==> config.mk <==
export PLATFORM = sky130hd
export DESIGN_NAME = return_coin_dispenser
export DESIGN_NICKNAME = d
export VERILOG_FILES = /design/src/rtl/return_coin_dispenser.sv
export SDC_FILE = /design/constraint.sdc
export NUM_CORES = 1
export LEC_CHECK = 0
export BUFFER_PORTS_ARGS = -buffer_cell sky130_fd_sc_hd__buf_4
export CAP_MARGIN = 20
export CORE_MARGIN = 4
export CORE_UTILIZATION = 45
export CTS_CLUSTER_SIZE = 28
export DETAILED_ROUTE_END_ITERATION = 16
export PLACE_DENSITY = 0.8
export SKIP_CTS_REPAIR_TIMING = 1
export SYNTH_ARGS = -nofsm -noshare
export SYNTH_HDL_FRONTEND = slang
export SYNTH_SLANG_ARGS = --single-unit
==> constraint.sdc <==
create_clock -name clk -period 3.4 [get_ports clk]
set_clock_uncertainty 0.15 [all_clocks]
set_input_delay 0.34 -clock clk [delete_from_list [all_inputs] [get_ports clk]]
set_output_delay 0.34 -clock clk [all_outputs]
set_load 0.01 [all_outputs]
==> src/rtl/return_coin_dispenser.sv <==
// Change-return engine: captures a balance on request and pays it out one
// coin at a time, largest denomination first, over a valid/ready handshake.
module return_coin_dispenser #(
   parameter int unsigned kTotalBits  = 31,
   parameter int unsigned kNumCoins   = 3,
   parameter int unsigned kCoinValue0 = 100,
   parameter int unsigned kCoinValue1 = 500,
   parameter int unsigned kCoinValue2 = 1000
) (
   input  logic                  clk,
   input  logic                  reset_n,
   input  logic                  i_trigger_return,
   input  logic [kTotalBits-1:0] i_balance,
   input  logic                  i_coin_ready,
   output logic [kNumCoins-1:0]  o_return_coin,
   output logic                  o_coin_valid,
   output logic                  o_busy,
   output logic                  o_done,
   output logic [kTotalBits-1:0] o_remaining,
   output logic [7:0]            o_coin_count
);

   typedef enum logic [1:0] {
      StIdle,
      StSelect,
      StOffer,
      StDone
   } state_e;

   state_e                state_q, state_d;
   logic [kTotalBits-1:0] remaining_q, remaining_d;
   logic [7:0]            coin_count_q, coin_count_d;
   logic [kNumCoins-1:0]  coin_q, coin_d;

   logic [kNumCoins-1:0]  sel_coin;
   logic                  sel_found;
   logic [kTotalBits-1:0] offer_value;
   logic                  handshake;

   // Coin values zero-extended to the balance width; index order is ascending value.
   function automatic logic [kTotalBits-1:0] coin_value(input int unsigned idx);
      case (idx)
         0:       coin_value = kTotalBits'(kCoinValue0);
         1:       coin_value = kTotalBits'(kCoinValue1);
         default: coin_value = kTotalBits'(kCoinValue2);
      endcase
   endfunction

   // Greedy pick: the highest index whose value fits wins.
   always_comb begin
      sel_coin  = '0;
      sel_found = 1'b0;
      for (int unsigned i = 0; i < kNumCoins; i++) begin
         if (coin_value(i) <= remaining_q) begin
            sel_coin    = '0;
            sel_coin[i] = 1'b1;
            sel_found   = 1'b1;
         end
      end
   end

   // Value of the latched one-hot coin, subtracted on handshake.
   always_comb begin
      offer_value = '0;
      for (int unsigned i = 0; i < kNumCoins; i++) begin
         if (coin_q[i]) begin
            offer_value = offer_value | coin_value(i);
         end
      end
   end

   assign handshake = (state_q == StOffer) && i_coin_ready;

   // Next-state and datapath updates.
   always_comb begin
      state_d      = state_q;
      remaining_d  = remaining_q;
      coin_count_d = coin_count_q;
      coin_d       = coin_q;
      unique case (state_q)
         StIdle: begin
            if (i_trigger_return) begin
               remaining_d  = i_balance;
               coin_count_d = '0;
               state_d      = StSelect;
            end
         end
         StSelect: begin
            if (sel_found) begin
               coin_d  = sel_coin;
               state_d = StOffer;
            end else begin
               state_d = StDone;
            end
         end
         StOffer: begin
            if (handshake) begin
               // Selection guarantees offer_value <= remaining_q.
               remaining_d = remaining_q - offer_value;
               if (coin_count_q != 8'hFF) begin
                  coin_count_d = coin_count_q + 8'd1;
               end
               state_d = StSelect;
            end
         end
         StDone: begin
            state_d = StIdle;
         end
         default: begin
            state_d = StIdle;
         end
      endcase
   end

   // State and datapath registers with asynchronous clear.
   always_ff @(posedge clk or negedge reset_n) begin
      if (!reset_n) begin
         state_q      <= StIdle;
         remaining_q  <= '0;
         coin_count_q <= '0;
         coin_q       <= '0;
      end else begin
         state_q      <= state_d;
         remaining_q  <= remaining_d;
         coin_count_q <= coin_count_d;
         coin_q       <= coin_d;
      end
   end

   // Outputs decode straight from state so reset clears them without a clock edge.
   always_comb begin
      o_coin_valid  = (state_q == StOffer);
      o_return_coin = o_coin_valid ? coin_q : '0;
      o_busy        = (state_q != StIdle);
      o_done        = (state_q == StDone);
      o_remaining   = remaining_q;
      o_coin_count  = coin_count_q;
   end

endmodule

# --- Word level (Yosys, flattened, before mapping) ---
# Cells that the tools add are included.
op_classes:
  add_sub_neg: 2
  n_lt_le_gt_ge: 3
  eq_ne: 7
  n_mux: 23
  bitwise: 2
  n_reduce_logical: 8
ops:
  columns: ["cell", "count"]
  rows:
  - ["$mux W31", 6]
  - ["$or A31 B31 Y31", 2]
  - ["$pmux W31 S2", 1]
  - ["$le A10 B31 Y1 const A", 1]
  - ["$le A7 B31 Y1 const A", 1]
  - ["$le A9 B31 Y1 const A", 1]
  - ["$sub A31 B31 Y31", 1]
  - ["$mux W8", 3]
  - ["$pmux W8 S2", 1]
  - ["$add A8 B1 Y8 const B", 1]
  - ["$ne A8 B8 Y1 const B", 1]
  - ["$pmux W2 S4", 1]
  - ["$mux W7", 1]
  - ["$mux W2", 3]
  - ["$mux W3", 2]
  - ["$mux W1", 5]
  - ["$eq A2 B2 Y1 const B", 2]
  - ["$ne A2 B1 Y1 const B", 2]
  - ["$reduce_and A2 Y1", 2]
  - ["$reduce_and A4 Y1", 1]
  - ["$reduce_bool A2 Y1", 2]
  - ["$reduce_and A3 Y1", 1]
  - ["$eq A2 B1 Y1 const B", 1]
  - ["$logic_not A2 Y1", 1]
  - ["2 further kinds", 2]
totals:
  regBits: 44
  out_inout_bits: 45
  wordCells: 49

# --- Logic depth before layout (Yosys ltp) ---
# Gate-level depths: netlist of the first run.
logic_depth:
  depth_word: 8
  depth_mapped: 11
  depth_no_buf: 11

# --- Worst setup path before layout of the first run ---
# Ideal clock, no wire load.
synth_path:
  path_kind: "reg2reg"
  from: "register remaining_q[9], in the netlist o_remaining[9]"
  to: "register remaining_q[27], in the netlist o_remaining[27]"
  setup_ns: 0.118
  t_arrival_ns: 2.841
  required_ns: 3.132
  setup_slack_ns: 0.291
  path_stages_with_launch: 10
  n_path_buf: 2
  period_less_slack_ns: 3.109
  cell_sequence: "dfrtp_1 -> ha_1 -> or4_1 -> buf_2 -> or4_1 -> buf_2 -> or4_4 -> a2111oi_4 -> mux2i_1 -> a21o_1"
synth_between:
  elab_chain_cells: 3
synth_rtl:
  columns: ["element", "line", "source"]
  rows:
  - ["start: declaration", "31", "logic [kTotalBits-1:0] remaining_q, remaining_d;"]
  - ["start signal: assignment", "124", "remaining_q <= remaining_d;"]
  - ["$sub A31 B31 Y31", "99", "remaining_d = remaining_q - offer_value;"]
  - ["$mux W31", "97", "if (handshake) begin"]
  - ["$pmux W31 S2", "80", "unique case (state_q)"]
# Every way passes these cells. The select of a mux whose other input is x is not followed.
# A chain may end at the register's enable or synchronous reset.

# --- Worst setup path in the final report of the first run ---
layout_path:
  from: "register remaining_q[9], in the netlist o_remaining[9]"
  to: "register remaining_q[24], in the netlist o_remaining[24]"
# Same word-level chain as after synthesis.

==> run summary, run 1 <==
- end point of the worst hold path: o_remaining[1]$_DFFE_PN0P_
- run status: finished, final reports clean
- Ys Warns: 0
- final count of pins violating max slew: 0
- Seq pwr share: 0.320
- Arr. time, crit path: 3.22 ns
- CTS HTree Levels: 2
- via count of the first global-routing pass: 2827
- number of rows created at floorplan: 28
- clock buffers created by TritonCTS: 5
- Synth area leader: dfrtp_1
- cell-internal power: 1.82 mW
- Max VDD drop: 0.491 mV
- die outline width: 88.0 um
- Peak Freq: 0.316 GHz
- Die Span Y: 88.0 um
- core box area: 6060 um2
- Post-DP Area: 3560 um2
- register-to-register path setup slack: 0.23 ns
- Reg-to-Reg Start: o_remaining[9]$_DFFE_PN0P_
- Final GP Congestion: 0.845
- Syn Std Cell Area: 2880 um2
- Remaining DRCs: 0
- power density over cell area: 952 nW/um2
- net switching fraction of the power: 0.480
- critical path endpoint category: register
- most common flop cell mapped by yosys: dfrtp_1
- overall fraction of global-route tracks in use: 0.222
- startpoint kind of the worst setup timing path: register
- CTS root buffer: clkbuf_8
- first-pass GRT wire length: 13.6 mm
- signed area change from the synthesized netlist to the final layout: 27.9%
- Post-synth EDFFs: 0
- global route overflow: 0
- number of vias in the routed layout: 3096
- final core area utilization: 0.608
- maximum clock insertion buffer count: 2
- number of synthesized register bits: 44
- unrepaired setup endpoints after global routing: no
- die outline area: 7750 um2
- count of buffers inserted at the top-level ports: 79
- Rel. slew slack: 0.546
- Crit Path Category: register to register
- Final HPWL DP: 6.22 mm
- synthesized netlist cell count: 359
- nets: 475
- pin count of the biggest net entering global routing: 45
- Yosys top cell area share: 0.382
- Seq/Total Area, Yosys: 0.382
- net load switching power: 1.68 mW
- first-iteration detailed-routing DRC count: 185
- number of diodes: 0
- count of fill cells added during filler insertion: 559
- vias per inst: 6.07
- number of endpoints with negative hold slack in the final report: 0
- type of the most critical hold path: input port to register
- antenna violations before repair: 0
- worst skew pair latency: 0.31 ns
- Clock Pin Slew Worst Setup and Hold Paths: 0.09 ns
- count of cell types in the netlist: 48
- Max Cap Violations: 0
- required time of the worst setup path: 3.45 ns
- static leakage: 1.59 nW
- FFs w/ async S/R, synth: 1.00
- worst hold path stage count: 3
- total number of clock tree sinks: 44
- most frequently used cell type in the post-synthesis netlist: nor2_1
- router iterations before antenna repair: 5
- final cell count without fillers: 510
- design area: 3690 um2
- top cells by instance count after synthesis: nor2_1 (50), dfrtp_1 (44), nand2_1 (32)
- top post-synthesis cells by area: dfrtp_1 (38%), nor2_1 (6.5%), a21oi_1 (4.7%)
- Total Wirelength: 8.64 mm
- clock tree from TritonCTS: done
- routed wire length per instance: 16.9 um
- Comb power frac: 0.563
- endpoint of the most critical register-to-register path: o_remaining[24]$_DFFE_PN0P_
- shortest clock period the worst path allows after layout: 3.17 ns
- Placed Instances: 501
- layout cell share with drive strength beyond 1: 0.246
- count of cells along the worst register-to-register path: 7
- startpoint of the lowest-slack hold path: i_balance[1]
- Top Ports: 80
- clock network power share: 0.117
- Worst Max-Slew Pin Slew: 0.681 ns
- Avg Inst Size Synth: 8.03 um2
- Setup TNS: 0 ns
- largest fanout on the critical path: 9
- Post-Synthesis Net Count: 400
- Setup Viol. Count Final: 0
- Final Cycle Share: 0.932
- Starting Density: 0.475
- Detail Route Antenna Nets: 0
-- worst max-delay path, cell delays in order (launching register included) --
cell and delay, ns:
dfrtp_1 0.48, ha_1 0.29, or4_1 0.43, or4_1 0.54, or4_4 0.52, nor3_4 0.26, a211oi_1 0.11, a311oi_1 0.28
-- registers in the layout (all words and copies together) (netlist names) --
register	count
o_remaining	31
coin_q	3
state_q	2
o_coin_count	8
-- stage by stage --
step	hold WS [ns]	power, mW	worst slack, ns
2_1_floorplan	-0.106	2.26	0.291
3_3_place_gp	0.220	3.01	0.314
3_5_place_dp	0.237	3.06	0.145
4_1_cts	-0.0966	3.49	0.141
5_1_grt	0.0819	3.78	0.0640
6_report	0.0641	3.51	0.232
-- area by class of cell --
cell class,count,area (um2),area share
Inverter,13,48.8,0.0132
Sequential cell,44,1100,0.299
Timing Repair Buffer,89,671,0.182
Clock buffer,5,68.8,0.0187
Clock inverter,3,42.5,0.0115
Tap cell,75,93.8,0.0255
Multi-Input combinational cell,281,1660,0.450
-- worst max-delay path by stage --
stage                                     from                          end  slack, ns  cells after the start
finish              o_remaining[9]$_DFFE_PN0P_  o_remaining[24]$_DFFE_PN0P_       0.23                      7
global placement         coin_q[2]$_DFFE_PN0P_  o_remaining[24]$_DFFE_PN0P_       0.31                      8
detailed placement       coin_q[2]$_DFFE_PN0P_  o_remaining[24]$_DFFE_PN0P_       0.15                      8
floorplan           o_remaining[9]$_DFFE_PN0P_  o_remaining[27]$_DFFE_PN0P_       0.29                      9
global route             coin_q[2]$_DFFE_PN0P_  o_remaining[25]$_DFFE_PN0P_       0.06                      8
CTS                      coin_q[2]$_DFFE_PN0P_  o_remaining[24]$_DFFE_PN0P_       0.14                      8
-- power by group through the flow --
stage               logic [mW]  clock network [mW]  registers, mW
detailed placement        1.94                   0           1.12
floorplan                 1.20                   0           1.06
CTS                       1.96               0.417           1.11
global route              2.18               0.436           1.17
finish                    1.97               0.411           1.12
global placement          1.91                   0           1.10
-- cell usage in the layout (no fill, tap or decap), types with 7 or more instances in the layout --
master	Yosys	layout
inv_1	13	13
nand2b_1	7	7
a211oi_1	9	9
nor2_1	50	49
o21ai_0	25	25
dfrtp_1	44	43
o22ai_1	7	7
a311oi_1	8	8
nand2_1	32	32
a21oi_1	27	27
nor3_1	21	21
nand3_1	10	10
buf_4	0	88
nand4_1	7	7
-- layer usage --
metal	vias to the layer above	routed length [um]	share of wire	global-route usage
met1	1471	3820	0.44	0.305
met2	128	4060	0.47	0.364
met3	13	636	0.074	0.0348
met4	0	122	0.014	0.0659
met5	-	0	0	0
li1	1484	-	-	-
-- cell families (layout without fill, tap and decap cells) --
logic type | after synthesis | count (layout) | synth area share
AOI/OAI and AO/OA | 110 | 110 | 0.255
xor gates and xnor gates | 3 | 3 | 0.00912
and+or+nand+nor | 157 | 157 | 0.263
muxes | 5 | 5 | 0.0174
DFF | 44 | 44 | 0.382
buffers and inverters | 34 | 110 | 0.0452
adders and majority gates | 6 | 6 | 0.0287
(Power assumes the default switching activity.)
==> run 2: changes to the inputs <==
--- a/config.mk
+++ b/config.mk
@@ -12,5 +12,5 @@
 export CTS_CLUSTER_SIZE = 28
 export DETAILED_ROUTE_END_ITERATION = 16
-export PLACE_DENSITY = 0.8
+export PLACE_DENSITY = 0.7
 export SKIP_CTS_REPAIR_TIMING = 1
 export SYNTH_ARGS = -nofsm -noshare
--- a/constraint.sdc
+++ b/constraint.sdc
@@ -3,3 +3,3 @@
 set_input_delay 0.34 -clock clk [delete_from_list [all_inputs] [get_ports clk]]
 set_output_delay 0.34 -clock clk [all_outputs]
-set_load 0.01 [all_outputs]
+set_load 0.05 [all_outputs]
==> run 2 against run 1 <==
Compared with the run above: design area down 0.61%; register-to-register slack got worse by 0.07 ns; critical path depth rose by 1; count of clock-buffer cells in the layout increased by 1; flip-flop and latch count did not move; first-iteration DRC count rose by 13%; critical path type unchanged; largest cell class unchanged.
==> run summary, run 2 (synthesis results as in run 1) <==
- run status: finished, final reports clean
- layout cell share with drive strength beyond 1: 0.240
- Die Span Y: 88.0 um
- Max Cap Violations: 0
- largest fanout on the critical path: 7
- count of buffers inserted at the top-level ports: 79
- Final GP Congestion: 0.918
- final count of pins violating max slew: 0
- Final Cycle Share: 0.952
- nets: 475
- Top Ports: 80
- critical path endpoint category: register
- type of the most critical hold path: input port to register
- Crit Path Category: register to register
- Max VDD drop: 0.718 mV
- first-iteration detailed-routing DRC count: 209
- pin count of the biggest net entering global routing: 45
- required time of the worst setup path: 3.50 ns
- Rel. slew slack: 0.563
- startpoint of the most critical setup path: coin_q[2]$_DFFE_PN0P_
- Setup Viol. Count Final: 0
- final core area utilization: 0.604
- total number of clock tree sinks: 44
- Total Wirelength: 8.42 mm
- count of fill cells added during filler insertion: 586
- Remaining DRCs: 0
- Peak Freq: 0.309 GHz
- global route overflow: 0
- number of flip-flops in the largest register: 31
- static leakage: 1.58 nW
- Setup TNS: 0 ns
- power density over cell area: 1110 nW/um2
- first-pass GRT wire length: 13.8 mm
- unrepaired setup endpoints after global routing: no
- clock tree from TritonCTS: done
- Detail Route Antenna Nets: 0
- worst skew pair latency: 0.30 ns
- Seq. cell area: 1100 um2
- antenna violations before repair: 0
- die outline width: 88.0 um
- CTS HTree Levels: 2
- CTS root buffer: clkbuf_8
- Final HPWL DP: 6.21 mm
- router iterations before antenna repair: 4
- Starting Density: 0.475
- routed wire length per instance: 16.6 um
- startpoint kind of the worst setup timing path: register
- clock buffers created by TritonCTS: 5
- via count of the first global-routing pass: 2862
- number of endpoints with negative hold slack in the final report: 0
- number of rows created at floorplan: 28
- overall fraction of global-route tracks in use: 0.223
- Reg-to-Reg Start: coin_q[2]$_DFFE_PN0P_
- Fin Hold WS: 0.0826 ns
- shortest clock period the worst path allows after layout: 3.24 ns
- commonest non-fill, non-tap cells in the layout: buf_4 (87), nor2_1 (49), dfrtp_1 (44)
- number of vias in the routed layout: 3040
- commonest non-fill, non-tap cell in the layout: buf_4
- number of diodes: 0
- Worst Max-Slew Pin Slew: 0.650 ns
- vias per inst: 5.97
- Arr. time, crit path: 3.33 ns
- maximum clock insertion buffer count: 2
- startpoint of the lowest-slack hold path: i_balance[1]
- multi-input combinational cell area: 1660 um2
- die outline area: 7750 um2
- signed area change from the synthesized netlist to the final layout: 27.1%
- core box area: 6060 um2
- Clock Pin Slew Worst Setup and Hold Paths: 0.08 ns
[run 2: changes by cell type in the layout (fill, tap and decap cells not counted), sizes merged]
cell,change
bufinv,-1
clkinvlp,-1
clkbuf,+1
[run 2: metrics by stage]
step	total power, mW	area (um2)	worst slack, ns	std cells
2_1_floorplan	2.91	2880	0.0496	359
3_3_place_gp	3.72	3570	0.311	501
3_5_place_dp	3.75	3570	0.185	501
4_1_cts	4.07	3650	0.189	508
5_1_grt	4.38	3660	0.0157	509
6_report	4.07	3660	0.162	509
[run 2: final timing paths]
check | cells past startpoint | slack [ns] | to
worst min-delay path | 3 | 0.08 | o_remaining[1]$_DFFE_PN0P_
worst max register to register | 8 | 0.16 | o_remaining[27]$_DFFE_PN0P_
min in group asynchronous | 2 | 0.42 | o_coin_count[0]$_DFFE_PN0P_
worst min register to register | 2 | 0.33 | o_remaining[1]$_DFFE_PN0P_
worst max-delay path | 8 | 0.16 | o_remaining[27]$_DFFE_PN0P_
max in group asynchronous | 2 | 2.28 | coin_q[2]$_DFFE_PN0P_
[run 2: critical path, cell delays in order (launching register included)]
cell	delay, ns
dfrtp_1	0.48
inv_1	0.12
ha_1	0.24
or4_1	0.43
or4_1	0.54
or4_4	0.52
a2111oi_4	0.38
mux2i_1	0.23
a21o_1	0.10
[run 2: layout make-up]
type | instances | area share
multi-input cells | 281 | 0.453
flip-flops and latches | 44 | 0.301
repair buffers | 89 | 0.186
well taps | 75 | 0.0256
clock buffers | 6 | 0.0198
inverters | 13 | 0.0133
clock inverters | 1 | 0.00137
[run 2: layer usage]
metal / up-vias / wire [um] / part of all wire / global-route usage
li1: 1476 / - / - / -
met1: 1443 / 3810 / 0.45 / 0.313
met3: 11 / 519 / 0.062 / 0.0273
met4: 0 / 133 / 0.016 / 0.0632
met2: 110 / 3960 / 0.47 / 0.364
met5: - / 0 / 0 / 0
[run 2: power by group]
part | internal (mW) | switching, mW
Clock | 0.140 | 0.182
Combinational | 0.886 | 1.77
Sequential | 0.740 | 0.352
Total | 1.77 | 2.30
